File: config.mk
export PLATFORM = sky130hd
export DESIGN_NAME = rca_share_seq
export DESIGN_NICKNAME = d
export VERILOG_FILES = /design/src/rtl/rca_share_seq.sv
export SDC_FILE = /design/constraint.sdc
export NUM_CORES = 1
export LEC_CHECK = 0
export CORE_AREA = 2 2 94 96
export CTS_CLUSTER_DIAMETER = 100
export DETAILED_ROUTE_END_ITERATION = 8
export DIE_AREA = 0 0 96 98
export PLACE_DENSITY = 0.74
export SLEW_MARGIN = 20
export SYNTH_ARGS = -nofsm -noshare
export SYNTH_HDL_FRONTEND = slang
export SYNTH_SLANG_ARGS = --single-unit
File: constraint.sdc
create_clock -name clk -period 8.98 [get_ports clk]
set_clock_uncertainty 0.1 [all_clocks]
set_input_delay 2.694 -clock clk [delete_from_list [all_inputs] [get_ports clk]]
set_output_delay 2.694 -clock clk [all_outputs]
set_load 0.01 [all_outputs]
File: src/rtl/rca_share_seq.sv
// Two-requester wide adder that reuses one 4-bit ripple-carry slice over WIDTH/4 passes,
// LSB nibble first, with the inter-nibble carry held in a register.

module rca4_slice (
    input  logic [3:0] a,
    input  logic [3:0] b,
    input  logic       cin,
    output logic [3:0] sum,
    output logic       cout
);
    logic [4:0] c;

    always_comb begin
        c    = '0;
        sum  = '0;
        c[0] = cin;
        for (int unsigned i = 0; i < 4; i++) begin
            sum[i]   = a[i] ^ b[i] ^ c[i];
            c[i + 1] = (a[i] & b[i]) | (c[i] & (a[i] ^ b[i]));
        end
        cout = c[4];
    end
endmodule

module rca_share_seq #(
    parameter int WIDTH = 16
) (
    input  logic             clk,
    input  logic             rst_n,
    input  logic             req0_valid,
    output logic             req0_ready,
    input  logic [WIDTH-1:0] req0_a,
    input  logic [WIDTH-1:0] req0_b,
    input  logic             req0_cin,
    input  logic             req1_valid,
    output logic             req1_ready,
    input  logic [WIDTH-1:0] req1_a,
    input  logic [WIDTH-1:0] req1_b,
    input  logic             req1_cin,
    output logic             res_valid,
    input  logic             res_ready,
    output logic [WIDTH-1:0] res_sum,
    output logic             res_cout,
    output logic             res_id
);
    localparam int NSLICE = WIDTH / 4;
    localparam int IDX_W  = (NSLICE > 1) ? $clog2(NSLICE) : 1;
    localparam logic [IDX_W-1:0] LAST_IDX = IDX_W'(NSLICE - 1);

    typedef enum logic [1:0] {
        IDLE,
        ADD,
        DONE
    } state_t;

    state_t           state;
    state_t           state_next;
    logic [WIDTH-1:0] a_q;
    logic [WIDTH-1:0] b_q;
    logic             carry_q;
    logic [IDX_W-1:0] idx_q;
    logic             last_grant_q;
    logic             grant;
    logic             accept;
    logic             is_last;
    logic [3:0]       sl_a;
    logic [3:0]       sl_b;
    logic [3:0]       sl_sum;
    logic             sl_cout;
    logic [WIDTH-1:0] sum_next;

    // Round-robin: on contention the requester not served last time wins.
    always_comb begin
        grant = 1'b0;
        if (req0_valid && req1_valid) begin
            grant = ~last_grant_q;
        end else if (req1_valid) begin
            grant = 1'b1;
        end
    end

    assign req0_ready = (state == IDLE) && !grant && req0_valid;
    assign req1_ready = (state == IDLE) && grant && req1_valid;
    assign accept     = req0_ready | req1_ready;
    assign is_last    = (idx_q == LAST_IDX);

    always_comb begin
        sl_a = '0;
        sl_b = '0;
        for (int unsigned i = 0; i < NSLICE; i++) begin
            if (idx_q == IDX_W'(i)) begin
                sl_a = a_q[4*i +: 4];
                sl_b = b_q[4*i +: 4];
            end
        end
    end

    rca4_slice u_slice (
        .a    (sl_a),
        .b    (sl_b),
        .cin  (carry_q),
        .sum  (sl_sum),
        .cout (sl_cout)
    );

    always_comb begin
        sum_next = res_sum;
        for (int unsigned i = 0; i < NSLICE; i++) begin
            if (idx_q == IDX_W'(i)) begin
                sum_next[4*i +: 4] = sl_sum;
            end
        end
    end

    always_ff @(posedge clk) begin
        if (!rst_n) begin
            state <= IDLE;
        end else begin
            state <= state_next;
        end
    end

    always_comb begin
        state_next = state;
        case (state)
            IDLE:    if (accept) state_next = ADD;
            ADD:     if (is_last) state_next = DONE;
            DONE:    if (res_ready) state_next = IDLE;
            default: state_next = IDLE;
        endcase
    end

    always_ff @(posedge clk) begin
        if (!rst_n) begin
            a_q          <= '0;
            b_q          <= '0;
            carry_q      <= 1'b0;
            idx_q        <= '0;
            last_grant_q <= 1'b1;
            res_valid    <= 1'b0;
            res_sum      <= '0;
            res_cout     <= 1'b0;
            res_id       <= 1'b0;
        end else begin
            case (state)
                IDLE: begin
                    if (accept) begin
                        a_q          <= grant ? req1_a : req0_a;
                        b_q          <= grant ? req1_b : req0_b;
                        carry_q      <= grant ? req1_cin : req0_cin;
                        res_id       <= grant;
                        last_grant_q <= grant;
                        idx_q        <= '0;
                    end
                end
                ADD: begin
                    res_sum <= sum_next;
                    carry_q <= sl_cout;
                    idx_q   <= idx_q + IDX_W'(1);
                    if (is_last) begin
                        res_cout  <= sl_cout;
                        res_valid <= 1'b1;
                    end
                end
                DONE: begin
                    if (res_ready) begin
                        res_valid <= 1'b0;
                    end
                end
                default: ;
            endcase
        end
    end
endmodule

==> results.py <==
metrics = {
    "clocking": {
        "htreeDepth": 3,
        "cts-root-buf": "clkbuf_8",
        "clockBufferDepth": 2,
        "cts_setup_buffers": 0,
        "tritoncts": "done",
        "cts_hold_buf": 0,
        "cts_buffers": 9,
        "cts_sinks": 57,
        "clk_pin_slew_ns": 0.06,
        "cts-resized-gates": 0,
        "clk-insertion-delay-late_ns": 0.33,
    },
    "route": {
        "final_antenna_net_count": 0,
        "dr_total_vias": 2868,
        "wl_microns": 7740,
        "first_iter_violations": 108,
        "drt-wirelength-per-cell_microns": 14.1,
        "routed_via_density": 5.21,
        "drc": 0,
        "firstDrtPassIters": 4,
    },
    "pwr": {
        "swShare_pct": 29.8,
        "p_switching_w": 0.000200,
        "p_comb_share_pct": 25.4,
        "p_leak_nw": 1.47,
        "irDropWorstVdd_v": 0.0000708,
        "power_density_nw_per_um2": 163,
        "intPower_w": 0.000470,
        "power.share.sequential_pct": 42.9,
        "p_clk_share_pct": 31.6,
    },
    "synthesis": {
        "syn_area_sq_um": 3050,
        "seq_area_frac_synth_pct": 37.4,
        "synth_edf_count": 0,
        "async_flop_share_pct": 0,
        "ys.flop_type": "dfxtp_1",
        "yosys.area.top_type": "dfxtp_1",
        "syn_nets": 447,
        "syn_inst": 368,
        "ys_types": 34,
        "synth_area_leaders": "dfxtp_1 (37%), a311oi_2 (14%), a21oi_1 (11%)",
        "yosysWarnings": 0,
        "avgSynthCellArea_sq_um": 8.30,
        "synth_seq_cells": 57,
        "yosysTopAreaCellShare_pct": 37.4,
        "yosys-top-cells-count": "nand2_1 (90), a21oi_1 (69), dfxtp_1 (57)",
        "synth.most_common_cell": "nand2_1",
    },
    "placement": {
        "dpl-instance-area_sq_um": 3940,
        "place_congestion": 0.792,
        "place_inst": 534,
        "dp.final_hpwl_microns": 5420,
        "port_buffers": 91,
    },
    "sta": {
        "hold_viol": 0,
        "fin_setup_tns_ns": 0,
        "setup_viol": 0,
        "rsz0062_at_grt": "false",
        "period_share_pct": 80.7,
        "whs_ns": 0.353,
        "max_freq_ghz": 0.138,
        "slew_violations": 0,
        "min_period_ns": 7.24,
        "tightest_slew_ns": 0.896,
        "slew_headroom_pct": 40.2,
    },
    "global_routing": {
        "grt_pass1_vias": 2814,
        "grt_max_degree": 55,
        "antenna_found_initial": 0,
        "gr-total-overflow": 0,
        "grt_util_all_layers_pct": 17.3,
        "grt_pass1_wl_microns": 12900,
    },
    "hold_path": {
        "worstHoldPathType": "reg -> reg",
    },
    "worst_setup_path": {
        "cp.arrival_ns": 4.45,
        "critPathRequiredTime_ns": 6.19,
        "cp_max_fo": 34,
        "worstSetupStartpointType": "input pin",
        "path_class": "in -> out",
        "critPathCaptureType": "output port",
    },
    "finish": {
        "antenna_cells": 0,
        "fin_util_pct": 48.7,
        "nNetsFinal": 516,
        "fin_area_sq_um": 4120,
        "layout-drive-gt1-share_pct": 12.0,
        "final_cells": 550,
        "layout-area-overhead-vs-synth_pct": 34.9,
    },
    "die": {
        "die_width_microns": 96,
        "die_h_microns": 98,
        "fp-row-count": 34,
        "ios": 92,
        "coreArea_sq_um": 8470,
        "die_area_sq_um": 9410,
        "initial_core_util_pct": 36.1,
    },
    "run": {
        "max-cap-violations": 0,
    },
    "outcome": {
        "outcome": "finished clean",
    },
}
-- per-stage QoR --
step                      setup WS, ns  total power, W
final                             1.74        0.000670
after global routing              1.63        0.000709
after CTS                         1.69        0.000676
after detailed placement          1.70        0.000464
after global placement            1.75        0.000459
after floorplan                   2.69        0.000400
-- kinds of logic after synthesis --
logic type	after synthesis	share of synthesized area (%)
multiplexers	1	0.328
flip-flops	57	37.4
AO/OA/AOI/OAI	132	33.9
buffers and inverters	49	7.46
adder cells (fa/ha/maj)	8	4.26
AND/OR/NAND/NOR	121	16.7
-- placed cells by master (no fill, tap or decap), types with 5 or more instances in the layout --
master and n:
o21ai_0 10, a21oi_1 69, dfxtp_1 57, nand2_1 90, a311oi_2 28, clkdlybuf4s50_1 91, nand3_1 13, inv_1 12
nor2_1 5, clkbuf_8 11, a22o_1 6, a311oi_1 8
-- power groups by stage --
stage               clock [W]  combinational, W  sequential [W]
finish               0.000212          0.000170        0.000288
global route         0.000232          0.000187        0.000290
CTS                  0.000217          0.000171        0.000288
detailed placement          0          0.000171        0.000293
global placement            0          0.000167        0.000293
floorplan                   0          0.000110        0.000290
-- worst max-delay path, stage by stage --
cell	delay [ns]
clkdlybuf4s50_1	0.53
a21bo_2	0.44
nor3_1	0.22
clkdlybuf4s50_1	0.56
-- state kept, by name, summed over array words and instances, names as in the netlist --
register      cells
state             2
a_q              16
b_q              16
idx_q             2
last_grant_q      1
res_valid         1
res_id            1
res_cout          1
res_sum          16
carry_q           1
-- worst paths after layout --
path,startpoint,endpoint,slack [ns],depth (start not counted)
setup / recovery,req1_valid,req1_ready,1.74,4
hold / removal,res_sum[3]$_SDFFE_PN0P_,res_sum[3]$_SDFFE_PN0P_,0.35,2
setup reg to reg,idx_q[0]$_SDFFE_PN0P_,res_sum[15]$_SDFFE_PN0P_,5.26,11
hold reg to reg,res_sum[3]$_SDFFE_PN0P_,res_sum[3]$_SDFFE_PN0P_,0.35,2
-- routing by layer --
metal | global-route usage (%) | wire length (microns)
met1 | 21.5 | 3430
met2 | 28.2 | 3820
met3 | 4.17 | 356
met4 | 7.25 | 138
met5 | 0 | 0
-- final cells by class --
cell class / instances / area, sq um
clock buffer: 13 / 159
clock inverter: 3 / 15.0
fill: 785 / 4350
inverter: 13 / 50.0
multi-input combinational: 262 / 1690
sequential: 57 / 1140
tap: 108 / 135
timing repair buffer: 94 / 933
Note: power is estimated with default switching activity, not from simulation.
